===== src/rtl/snake_pkg.sv =====
// Shared constants for the snake direction path: directions, PS/2 scan
// codes, prefix-decoder state encoding and the opposite-direction helper.
package snake_pkg;

  localparam logic [1:0] DIR_UP    = 2'd0;
  localparam logic [1:0] DIR_DOWN  = 2'd1;
  localparam logic [1:0] DIR_LEFT  = 2'd2;
  localparam logic [1:0] DIR_RIGHT = 2'd3;

  localparam logic [7:0] SC_EXT   = 8'hE0;
  localparam logic [7:0] SC_BRK   = 8'hF0;
  localparam logic [7:0] SC_UP    = 8'h75;
  localparam logic [7:0] SC_DOWN  = 8'h72;
  localparam logic [7:0] SC_LEFT  = 8'h6B;
  localparam logic [7:0] SC_RIGHT = 8'h74;
  localparam logic [7:0] SC_SPACE = 8'h29;

  localparam logic [1:0] ST_IDLE    = 2'd0;
  localparam logic [1:0] ST_EXT     = 2'd1;
  localparam logic [1:0] ST_BRK     = 2'd2;
  localparam logic [1:0] ST_EXT_BRK = 2'd3;

  // Up/down and left/right differ only in the LSB.
  function automatic logic [1:0] opposite(input logic [1:0] d);
    return d ^ 2'b01;
  endfunction

endpackage


===== src/rtl/dir_fifo.sv =====
// Small synchronous FIFO of 2-bit direction commands. Exposes both the head
// (next command to commit) and the tail (most recently queued command).
module dir_fifo
  import snake_pkg::*;
#(
  parameter int DEPTH = 4
) (
  input  logic                     clk,
  input  logic                     reset,
  input  logic                     push,
  input  logic                     pop,
  input  logic                     flush,
  input  logic [1:0]               din,
  output logic [1:0]               head,
  output logic [1:0]               tail,
  output logic [$clog2(DEPTH):0]   count
);

  localparam int AW = $clog2(DEPTH);
  localparam logic [AW:0] FULL_COUNT = (AW+1)'(DEPTH);

  logic [1:0]    mem [DEPTH];
  logic [AW-1:0] rd_ptr;
  logic [AW-1:0] wr_ptr;
  logic [AW-1:0] last_ptr;
  logic          do_push;
  logic          do_pop;

  assign do_push  = push && (count != FULL_COUNT) && !flush;
  assign do_pop   = pop && (count != '0) && !flush;
  assign last_ptr = wr_ptr - 1'b1;
  assign head     = mem[rd_ptr];
  assign tail     = mem[last_ptr];

  // Storage write; contents need no reset since count gates every read.
  always_ff @(posedge clk) begin
    if (do_push) begin
      mem[wr_ptr] <= din;
    end
  end

  // Pointer and occupancy bookkeeping; pointers wrap naturally at DEPTH.
  always_ff @(posedge clk) begin
    if (reset || flush) begin
      rd_ptr <= '0;
      wr_ptr <= '0;
      count  <= '0;
    end else begin
      if (do_push) wr_ptr <= wr_ptr + 1'b1;
      if (do_pop)  rd_ptr <= rd_ptr + 1'b1;
      case ({do_push, do_pop})
        2'b10:   count <= count + 1'b1;
        2'b01:   count <= count - 1'b1;
        default: count <= count;
      endcase
    end
  end

endmodule


===== src/rtl/ps2_dir_queue.sv =====
// PS/2 scan stream to snake direction queue. Decodes E0/F0 prefixes, drops
// reversals and repeats against the latest intended direction, buffers
// turns until movement ticks, and holds the committed direction.
module ps2_dir_queue
  import snake_pkg::*;
#(
  parameter int DEPTH = 4
) (
  input  logic                   clk,
  input  logic                   reset,
  input  logic                   code_valid,
  input  logic [7:0]             code,
  input  logic                   clear,
  input  logic                   step,
  output logic [1:0]             dir,
  output logic                   dir_changed,
  output logic                   start,
  output logic [$clog2(DEPTH):0] pending,
  output logic                   overflow
);

  localparam int AW = $clog2(DEPTH);
  localparam logic [AW:0] FULL_COUNT = (AW+1)'(DEPTH);

  logic [1:0] state_reg;
  logic [1:0] state_next;
  logic [1:0] dir_reg;
  logic       dir_changed_reg;
  logic       start_reg;
  logic       overflow_reg;

  logic       arrow_make;
  logic [1:0] arrow_dir;
  logic [1:0] ref_dir;
  logic       legal;
  logic       fifo_push;
  logic       fifo_pop;
  logic [1:0] fifo_head;
  logic [1:0] fifo_tail;

  // Prefix decoder next state and arrow-make detection.
  always_comb begin
    state_next = state_reg;
    arrow_make = 1'b0;
    arrow_dir  = DIR_UP;
    if (code_valid) begin
      case (state_reg)
        ST_IDLE: begin
          if (code == SC_EXT)      state_next = ST_EXT;
          else if (code == SC_BRK) state_next = ST_BRK;
        end
        ST_EXT: begin
          state_next = ST_IDLE;
          case (code)
            SC_BRK:   state_next = ST_EXT_BRK;
            SC_UP:    begin arrow_make = 1'b1; arrow_dir = DIR_UP;    end
            SC_DOWN:  begin arrow_make = 1'b1; arrow_dir = DIR_DOWN;  end
            SC_LEFT:  begin arrow_make = 1'b1; arrow_dir = DIR_LEFT;  end
            SC_RIGHT: begin arrow_make = 1'b1; arrow_dir = DIR_RIGHT; end
            default:  state_next = ST_IDLE;
          endcase
        end
        default: state_next = ST_IDLE;
      endcase
    end
  end

  // Turns are judged against the last queued intent, not the committed dir.
  assign ref_dir   = (pending != '0) ? fifo_tail : dir_reg;
  assign legal     = arrow_make && (arrow_dir != ref_dir) &&
                     (arrow_dir != opposite(ref_dir)) && !clear;
  assign fifo_push = legal && (pending != FULL_COUNT);
  assign fifo_pop  = step && (pending != '0) && !clear;

  dir_fifo #(.DEPTH(DEPTH)) u_fifo (
    .clk   (clk),
    .reset (reset),
    .push  (fifo_push),
    .pop   (fifo_pop),
    .flush (clear),
    .din   (arrow_dir),
    .head  (fifo_head),
    .tail  (fifo_tail),
    .count (pending)
  );

  // Prefix FSM, committed direction, pulses and sticky overflow.
  always_ff @(posedge clk) begin
    if (reset) begin
      state_reg       <= ST_IDLE;
      dir_reg         <= DIR_RIGHT;
      dir_changed_reg <= 1'b0;
      start_reg       <= 1'b0;
      overflow_reg    <= 1'b0;
    end else if (clear) begin
      state_reg       <= ST_IDLE;
      dir_reg         <= DIR_RIGHT;
      dir_changed_reg <= 1'b0;
      start_reg       <= 1'b0;
    end else begin
      state_reg       <= state_next;
      dir_changed_reg <= fifo_pop;
      start_reg       <= code_valid && (state_reg == ST_IDLE) && (code == SC_SPACE);
      if (fifo_pop) dir_reg <= fifo_head;
      if (legal && (pending == FULL_COUNT)) overflow_reg <= 1'b1;
    end
  end

  assign dir         = dir_reg;
  assign dir_changed = dir_changed_reg;
  assign start       = start_reg;
  assign overflow    = overflow_reg;

endmodule


===== config.mk =====
export PLATFORM = sky130hd
export DESIGN_NAME = ps2_dir_queue
export DESIGN_NICKNAME = d
export VERILOG_FILES = /design/src/rtl/snake_pkg.sv /design/src/rtl/dir_fifo.sv /design/src/rtl/ps2_dir_queue.sv
export SDC_FILE = /design/constraint.sdc
export NUM_CORES = 1
export LEC_CHECK = 0
export BUFFER_PORTS_ARGS = -buffer_cell sky130_fd_sc_hd__buf_4
export CAP_MARGIN = 10
export CORE_MARGIN = 3
export CORE_UTILIZATION = 50
export DETAILED_ROUTE_END_ITERATION = 16
export PLACE_DENSITY = 0.79
export SLEW_MARGIN = 20
export SYNTH_ARGS = -nofsm -noshare
export SYNTH_HDL_FRONTEND = slang
export SYNTH_SLANG_ARGS = --single-unit

===== constraint.sdc =====
create_clock -name clk -period 7.3 [get_ports clk]
set_input_delay 0.365 -clock clk [delete_from_list [all_inputs] [get_ports clk]]
set_output_delay 0.365 -clock clk [all_outputs]
set_load 0.05 [all_outputs]

==> results of run 1 <==
## power by group
part / internal (W) / switching (W) / leakage (nW)
logic: 0.00000704 / 0.00000680 / 0.329
clock network: 0.0000214 / 0.0000366 / 0.0150
registers: 0.000126 / 0.00000000914 / 0.196
## cells by family after synthesis
group | Yosys count | synth area share [%]
adder cells (fa/ha/maj) | 6 | 6.71
multiplexers | 6 | 7.93
AO/OA/AOI/OAI | 20 | 12.5
flip-flops | 22 | 42.3
AND/OR/NAND/NOR | 50 | 25.0
buffers and inverters | 9 | 2.74
XOR/XNOR | 4 | 2.85
## layer usage
metal | global-route usage (%) | part of all wire, % | up-vias | routed length (um)
li1 | - | - | 472 | -
met1 | 20.0 | 44 | 451 | 1070
met2 | 30.1 | 51 | 23 | 1250
met3 | 1.39 | 3.5 | 5 | 85
met4 | 9.38 | 2.1 | 0 | 52
met5 | 0 | 0 | - | 0
## layout by cell type, fill, tap and decap left out, types with 2 or more instances in the layout
| master | netlist | final |
|---|---|---|
| xor2_1 | 3 | 3 |
| ha_1 | 5 | 5 |
| o31ai_1 | 3 | 3 |
| or3b_4 | 2 | 2 |
| edfxtp_1 | 8 | 8 |
| or2b_1 | 2 | 2 |
| and4bb_2 | 2 | 2 |
| mux4_2 | 3 | 3 |
| inv_1 | 8 | 8 |
| o21ai_0 | 2 | 2 |
| and2_1 | 4 | 4 |
| nor3b_1 | 2 | 2 |
| nor2_1 | 12 | 12 |
| dfxtp_1 | 14 | 14 |
| a21oi_1 | 9 | 9 |
| nor4_1 | 2 | 2 |
| nand2_1 | 6 | 6 |
| clkbuf_4 | 0 | 3 |
| nor3_1 | 2 | 2 |
| nand4_1 | 2 | 2 |
| buf_4 | 0 | 20 |
| nand3_1 | 4 | 4 |
| mux2i_1 | 3 | 3 |
## final cells by class
cell class	instances	area, sq um	area share, %
clock buffer	4	26.3	1.83
tap	28	35.0	2.43
sequential	22	520	36.2
multi-input combinational	86	677	47.0
timing repair buffer	20	150	10.4
inverter	8	30.0	2.09
## worst max path at each step
stage	startpoint	slack (ps)	end
floorplan	u_fifo.wr_ptr[0]	4400	u_fifo.count[2]
global placement	u_fifo.wr_ptr[0]	4310	u_fifo.count[2]
detailed placement	u_fifo.wr_ptr[0]	4210	u_fifo.count[2]
CTS	u_fifo.wr_ptr[0]	4180	u_fifo.count[2]
global route	u_fifo.wr_ptr[0]	3970	u_fifo.count[2]
finish	u_fifo.wr_ptr[0]	4160	u_fifo.count[2]
## critical path: stages, from the launching register on
cell	delay (ps)
dfxtp_1	440
inv_1	110
ha_1	330
mux4_2	290
mux2i_1	310
and3_4	290
nor3_4	60
inv_1	60
ha_1	160
inv_1	60
fa_1	370
xor2_1	160
or3_1	300
a21oi_1	130
## per-stage QoR
stage	util, %	hold WS, ps
global placement	62.1	457
finish	63.2	285
floorplan	-	448
global route	63.2	274
CTS	63.2	273
detailed placement	62.1	475
==> summary.log, run 1 <==
[outcome] outcome finished, final reports clean
[clock_network] Num CTS Buffers 3
[yosys] fraction of registers with async set/reset 0%
[yosys] #FFs+latches synth 22
[pwr] leakage power summed over all cells 0.540 nW
[clock_network] maximum buffer depth of the clock tree 2
[clock_network] root buffer selected by CTS clkbuf_4
[critical_path] CP arrival 3390 ps
[yosys] Net Count, Synth 136
[critical_path] Critical Path Source Type register
[timing] Worst Max-Slew Pin Slew 644 ps
[placed_design] area after detailed placement 0.00141 sq mm
[yosys] number of flops mapped to enable cells by yosys 8
[clock_network] clock transition at the register clock pins on the worst setup and hold paths after CTS 110 ps
[route] total length of routed wires 2460 um
[placed_design] sum of net half-perimeters after detailed placement 1950 um
[yosys] cell taking the most area after synthesis dfxtp_1
[timing] post-route minimum period 3140 ps
[timing] setup repair after global routing missed its margin no
[pwr] post-route total power 0.000198 W
[die] placeable core region 0.00228 sq mm
[timing] final hold violations 0
[timing] Max Clock Skew 4.23 ps
[yosys] average size of a mapped cell 10.5 sq um
[grt] initial antenna violation count 0
[critical_path] kind of end point of the critical path register
[route] remaining number of nets flagged by the antenna check after routing 0
[grt] largest net degree at the start of global routing 13
[clock_network] total number of clock tree sinks 22
[critical_path] slack of the worst reg-to-reg path 4160 ps
[grt] number of global-route vias before repair 941
[clock_network] number of buffers inserted for hold repair after clock tree synthesis 0
[timing] number of setup violations in the final report 0
[grt] Tot GR Track Use 16.9%
[yosys] ranking of synthesized cells by area dfxtp_1 (23%), edfxtp_1 (20%), mux4_2 (5.5%)
[placed_design] routability congestion estimate 0.805
[placed_design] number of placed instances, taps included 164
[critical_path] critical path peak fanout 5
[yosys] most frequent cells after synthesis dfxtp_1 (14), nor2_1 (12), a21oi_1 (9)
[die] vertical die dimension 55.6 um
[timing] number of pins exceeding their max-slew limit in the final report 0
[clock_network] setup bufs post-CTS 0
[clock_network] CTS tree done
[job] max-cap violations 0
[final_layout] nets 160
[hold_path] worst min-delay path class in2reg
[hold_path] end of the worst hold path dir[1]
[pwr] maximum vdd drop 0.0794 mV
[critical_path] required time of the critical path 7550 ps
[route] violation count after the first detailed-route iteration 31
[die] boundary pin count 21
[die] Placement Rows 17
[clock_network] Worst-Skew Late Latency 310 ps
[yosys] Synth Cell Area 0.00123 sq mm
[critical_path] Reg2Reg Launch Point u_fifo.wr_ptr[0]
[die] width of the die 55.6 um
[yosys] commonest register cell after synthesis dfxtp_1
[clock_network] H-Tree Depth 1
[grt] grt total ovfl 0
[final_layout] Area Overhead vs Synth 16.9%
[route] Remaining DRCs 0
[final_layout] number of flip-flops in the largest register 8
[placed_design] worst setup timing slack at the placement stage 4210 ps
[route] drt first pass iters 4
[yosys] most numerous cell in the Yosys netlist dfxtp_1
[final_layout] share of final-layout standard cells stronger than drive strength 1 25.7%
[die] Initial Utilization 54.1%
[final_layout] count of inserted antenna diode cells 0
[yosys] Yosys warning total 0
[critical_path] end of the worst register-to-register path u_fifo.count[2]
[yosys] area fraction of the dominant cell type after synthesis 22.8%
[yosys] sequential-to-total area share from yosys stat 42.3%
[clock_network] total of cells resized after clock tree synthesis 0
[final_layout] largest reg by FF count u_fifo.mem
[final_layout] Finished Layout Cells 168
[route] via count 951
[grt] first-pass GRT wire length 4150 um
[placed_design] PortBufs 20
[final_layout] Filler Cells Inserted 184
[timing] headroom to the max-slew limit 56.7%
[hold_path] Hold Startpoint reset
[die] floorplan die area 0.00309 sq mm
[final_layout] area of all placed cells without fillers 0.00144 sq mm
[route] Routed wire per std cell 14.6 um
[yosys] post-synthesis cell count 117
[critical_path] WS Path Type reg2reg
[final_layout] largest registers u_fifo.mem: 8 flops, u_fifo.count: 3 flops
[timing] Highest Clock Rate 318 MHz
[pwr] power density over the cells 138 mW/mm^2
[timing] aggregate negative setup slack 0 ps
[hold_path] Hold Path Stages 3
[route] Vias/cell 5.66
[timing] Tcrit/Tclk final 43.0%
[yosys] Yosys cell types 40
[timing] Setup WS post-layout 4160 ps
[critical_path] worst reg-to-reg path cell count 13
No activity file was read; power rests on OpenSTA's default activity.
==> inputs of run 2 (changes only) <==
- clock period: 7.3 -> 3.1 ns (I/O delays scaled with it)
==> run 2 against run 1 <==
Cell count is 0.60% higher; hold slack lost 180 ps; critical path depth stayed put; highest routed layer unchanged; register-to-register slack got worse by 4000 ps; total power rose by 130%; combinational power is 140% higher; design area grew 2.3%; largest power group unchanged; core utilization grew 1.4 points; fmax grew 7.2%.
==> summary.log, run 2 (synthesis gave the netlist of run 1 again) <==
[final_layout] share of final-layout standard cells stronger than drive strength 1 28.4%
[route] remaining number of nets flagged by the antenna check after routing 0
[die] vertical die dimension 55.6 um
[timing] Max Clock Skew 2.08 ps
[timing] Worst Max-Slew Pin Slew 635 ps
[grt] number of global-route vias before repair 903
[critical_path] Critical Path Source Type register
[clock_network] root buffer selected by CTS clkbuf_4
[route] violation count after the first detailed-route iteration 18
[route] total length of routed wires 2320 um
[critical_path] required time of the critical path 3340 ps
[clock_network] H-Tree Depth 1
[grt] met2 Usage GRT 27.0%
[placed_design] number of placed instances, taps included 165
[timing] headroom to the max-slew limit 57.3%
[clock_network] Worst-Skew Late Latency 300 ps
[final_layout] most common library cell in the layout ignoring fill and taps buf_4
[die] placeable core region 0.00228 sq mm
[job] max-cap violations 0
[grt] Tot GR Track Use 15.3%
[timing] post-route worst hold slack 105 ps
[clock_network] CTS tree done
[timing] post-route minimum period 2930 ps
[final_layout] nets 161
[grt] initial antenna violation count 0
[route] via count 943
[route] Routed wire per std cell 13.8 um
[grt] most heavily used metal layer in global routing met2
[grt] grt total ovfl 0
[die] Initial Utilization 54.1%
[timing] final hold violations 0
[final_layout] count of inserted antenna diode cells 0
[pwr] leakage power summed over all cells 0.546 nW
[final_layout] Finished Layout Cells 169
[final_layout] Area Overhead vs Synth 19.5%
[die] width of the die 55.6 um
[final_layout] largest reg by FF count u_fifo.mem
[route] Vias/cell 5.58
[timing] Setup WS post-layout 168 ps
[final_layout] number of flip-flops in the largest register 8
[timing] Highest Clock Rate 341 MHz
[clock_network] maximum buffer depth of the clock tree 2
[route] Remaining DRCs 0
[critical_path] end of the worst register-to-register path u_fifo.count[2]
[critical_path] launching instance or port of the critical path u_fifo.wr_ptr[0]
[critical_path] slack of the worst reg-to-reg path 170 ps
[critical_path] Reg2Reg Launch Point u_fifo.wr_ptr[0]
[critical_path] CP arrival 3170 ps
[route] drt first pass iters 4
[timing] Tcrit/Tclk final 94.6%
[final_layout] largest registers u_fifo.mem: 8 flops, u_fifo.count: 3 flops
[critical_path] termination of the worst setup path u_fifo.count[2]
[placed_design] routability congestion estimate 0.784
[final_layout] Layout Utilization 64.7%
[pwr] maximum vdd drop 0.239 mV
[placed_design] area after detailed placement 0.00142 sq mm
[grt] first-pass GRT wire length 3800 um
[placed_design] PortBufs 20
[outcome] outcome finished, final reports clean
[final_layout] area of all placed cells without fillers 0.00147 sq mm
[critical_path] critical path peak fanout 5
[critical_path] WS Path Type reg2reg
[timing] number of pins exceeding their max-slew limit in the final report 0
[die] Placement Rows 17
[placed_design] worst setup timing slack at the placement stage 50.9 ps
[clock_network] total number of clock tree sinks 22
[die] boundary pin count 21
[die] floorplan die area 0.00309 sq mm
[grt] met1 global-route usage 17.7%
[pwr] power density over the cells 311 mW/mm^2
[hold_path] worst min-delay path class in2reg
[grt] largest net degree at the start of global routing 13
[timing] number of setup violations in the final report 0
[placed_design] sum of net half-perimeters after detailed placement 1880 um
[grt] met3 track demand over resource 2.32%
[clock_network] Num CTS Buffers 3
[critical_path] kind of end point of the critical path register
[critical_path] worst reg-to-reg path cell count 13
[clock_network] clock transition at the register clock pins on the worst setup and hold paths after CTS 120 ps
[final_layout] most frequent cells in the layout buf_4 (21), nor2_1 (12), dfxtp_1 (12)
==> run 2: changes by cell type in the layout (fill, tap and decap cells not counted) <==
cell      delta
a21oi_2      -1
a21oi_4      +1
buf_4        +1
clkbuf_1     -1
clkinv_1     +1
dfxtp_1      -2
dfxtp_2      +1
dfxtp_4      +1
mux2i_1      -1
mux2i_4      +1
==> run 2: worst max-delay path, stage by stage, from the launching register on <==
cell and delay (ps):
dfxtp_4 400, inv_1 70, ha_1 320, mux4_2 330
mux2i_4 170, and3_4 240, nor3_4 60, inv_1 60
ha_1 170, inv_1 70, fa_1 370, xor2_1 150
or3_1 310, a21oi_1 150
==> run 2: area by class of cell <==
cell class | count | area [sq um]
clock buffers | 3 | 22.5
clock inverters | 1 | 3.75
fillers | 180 | 805
inverters | 8 | 30.0
multi-input cells | 86 | 697
flip-flops and latches | 22 | 526
well taps | 28 | 35.0
repair buffers | 21 | 158
==> run 2: how the worst min path moves through the flow <==
stage	from	endpoint	slack, ps	depth (start not counted)
after global routing	reset	dir[0]	90	3
after detailed placement	reset	dir[1]	410	3
final	reset	dir[0]	100	3
after global placement	reset	dir[0]	390	3
after CTS	reset	dir[0]	90	3
after floorplan	reset	dir[0]	260	2
==> run 2: report_power, final <==
group | switching (W) | leakage [nW] | internal (W)
combinational | 0.0000160 | 0.333 | 0.0000166
clock | 0.0000826 | 0.0154 | 0.0000469
sequential | 0.0000000220 | 0.198 | 0.000296
==> run 2: per-layer routing <==
layer  vias to the layer above  part of all wire [%]
met5                         -                     0
met1                       446                    45
met2                        19                    50
met4                         0                   1.2
li1                        476                     -
met3                         2                   3.8
==> run 2: metrics by stage <==
step           power [W]  setup TNS [ps]
6_report        0.000458               0
5_1_grt         0.000476           -3.25
4_1_cts         0.000463               0
3_5_place_dp    0.000336               0
3_3_place_gp    0.000335               0
2_1_floorplan   0.000317               0
==> run 2: timing repair <==
item / 4_1_cts / 5_1_grt
hold buffers: 0 / 0
setup endpoints to repair: 0 / 2
gates resized for setup: 0 / 6
buffers inserted: 0 / 0
==> inputs of run 3 (changes only) <==
- CORE_MARGIN: 3 -> unset
- RECOVER_POWER: unset -> 50
==> run 3 against run 2 <==
Cell count increased by 0.59%; die area shrank 14%; largest cell class unchanged; via count rose by 3.0%; highest routed layer unchanged; largest power group unchanged.
==> summary.log, run 3 (synthesis gave the netlist of run 1 again) <==
[placed_design] area after detailed placement 0.00143 sq mm
[critical_path] kind of end point of the critical path register
[clock_network] Worst-Skew Late Latency 310 ps
[pwr] part of the total power dissipated in combinational logic 7.0%
[die] width of the die 51.6 um
[die] floorplan die area 0.00266 sq mm
[clock_network] H-Tree Depth 1
[critical_path] required time of the critical path 3350 ps
[route] violation count after the first detailed-route iteration 10
[timing] Worst Max-Slew Pin Slew 607 ps
[grt] number of global-route vias before repair 990
[pwr] fraction of power spent switching nets 22.0%
[grt] first-pass GRT wire length 4280 um
[pwr] power density over the cells 325 mW/mm^2
[pwr] maximum vdd drop 0.200 mV
[route] via count 971
[critical_path] Slowest cell on crit path dfxtp_2
[pwr] portion of total power attributed to the clock network 29.3%
[final_layout] number of flip-flops in the largest register 8
[die] Initial Utilization 54.1%
[placed_design] sum of net half-perimeters after detailed placement 2040 um
[final_layout] area of all placed cells without fillers 0.00143 sq mm
[clock_network] maximum buffer depth of the clock tree 2
[timing] post-route minimum period 2900 ps
[critical_path] CP arrival 3160 ps
[critical_path] cells along the critical path inv_1, ha_1, mux4_2, mux2i_4, buf_4, a21oi_2, nor3_4, inv_1, ha_1, inv_1, fa_1, xor2_1, or3_1, a21oi_1
[die] placeable core region 0.00228 sq mm
[clock_network] CTS tree done
[grt] initial antenna violation count 0
[pwr] net switching component of the power 0.000102 W
[grt] Tot GR Track Use 22.2%
[route] Vias/cell 5.71
[final_layout] count of inserted antenna diode cells 0
[die] Placement Rows 17
[die] vertical die dimension 51.6 um
[critical_path] most frequent cell on the critical path inv_1
[final_layout] Area Overhead vs Synth 16.3%
[final_layout] most frequent cells in the layout dfxtp_1 (13), buf_4 (13), nor2_1 (12)
[final_layout] share of final-layout standard cells stronger than drive strength 1 21.1%
[route] remaining number of nets flagged by the antenna check after routing 0
[placed_design] routability congestion estimate 0.802
[clock_network] setup bufs post-CTS 0
[final_layout] Finished Layout Cells 170
[timing] number of pins exceeding their max-slew limit in the final report 0
[route] Routed wire per std cell 15.0 um
[hold_path] worst min-delay path class in2reg
[clock_network] root buffer selected by CTS clkbuf_4
[die] boundary pin count 21
[final_layout] nets 162
[critical_path] slack of the worst reg-to-reg path 200 ps
[timing] Max Clock Skew 4.22 ps
[final_layout] largest reg by FF count u_fifo.mem
[final_layout] largest registers u_fifo.mem: 8 flops, u_fifo.count: 3 flops
[clock_network] clock transition at the register clock pins on the worst setup and hold paths after CTS 120 ps
[grt] grt total ovfl 0
[timing] headroom to the max-slew limit 59.2%
[critical_path] WS Path Type reg2reg
[pwr] power share of the sequential group 63.8%
[route] drt first pass iters 4
[route] total length of routed wires 2550 um
[route] Remaining DRCs 0
[critical_path] Critical Path Source Type register
[clock_network] total of cells resized after clock tree synthesis 0
[pwr] leakage power summed over all cells 0.512 nW
[grt] largest net degree at the start of global routing 13
[job] max-cap violations 0
[critical_path] critical path peak fanout 5
[timing] final hold violations 0
[outcome] outcome finished, final reports clean
[placed_design] PortBufs 20
[timing] number of setup violations in the final report 0
[timing] Highest Clock Rate 344 MHz
[clock_network] Num CTS Buffers 3
[critical_path] delay of the slowest cell on the worst path 380 ps
[pwr] design internal power 0.000363 W
[clock_network] number of buffers inserted for hold repair after clock tree synthesis 0
[timing] post-route worst hold slack 88.0 ps
[clock_network] total number of clock tree sinks 22
[final_layout] Layout Utilization 62.9%
[placed_design] number of placed instances, taps included 166
[timing] Tcrit/Tclk final 93.7%
==> run 3: layout make-up <==
cell class                 count  area, sq um
inverter                       8         30.0
multi-input combinational     86          687
fill                         182          845
sequential                    22          522
timing repair buffer          22          131
clock buffer                   4         26.3
tap                           28         35.0
==> run 3: routing by layer <==
layer / GRT usage [%] / vias to the layer above / share of wire (%)
li1: - / 482 / -
met1: 24.9 / 462 / 42
met2: 42.2 / 22 / 54
met3: 1.75 / 5 / 2.5
met4: 9.46 / 0 / 1.9
met5: 0 / - / 0
==> run 3: final timing paths <==
kind	depth (start not counted)	from	endpoint
max	14	u_fifo.wr_ptr[1]	u_fifo.count[2]
min	2	reset	overflow
max reg2reg	14	u_fifo.wr_ptr[1]	u_fifo.count[2]
min reg2reg	1	overflow	overflow
==> run 3: power by group through the flow <==
| stage | Sequential (W) | Clock (W) | Combinational, W |
|---|---|---|---|
| after floorplan | 0.000303 | 0 | 0.0000138 |
| after global placement | 0.000303 | 0 | 0.0000314 |
| after detailed placement | 0.000303 | 0 | 0.0000329 |
| after CTS | 0.000297 | 0.000136 | 0.0000331 |
| after global routing | 0.000297 | 0.000147 | 0.0000354 |
| final | 0.000297 | 0.000136 | 0.0000323 |
==> run 3: worst max-delay path, delay by kind of cell, from the launching register on <==
family          cells  cell delay (ps)
fa+ha+maj           3              820
mux                 2              330
simple gates        2              400
compound gates      2              390
xor+xnor            1              150
buf+inv             4              350
flops               1              380
==> run 3: per-stage QoR <==
step	setup WS [ps]	power, W	TNS, ps
after floorplan	199	0.000317	0
after global placement	349	0.000335	0
after detailed placement	168	0.000336	0
after CTS	129	0.000466	0
after global routing	-6.71	0.000479	-6.71
final	196	0.000465	0
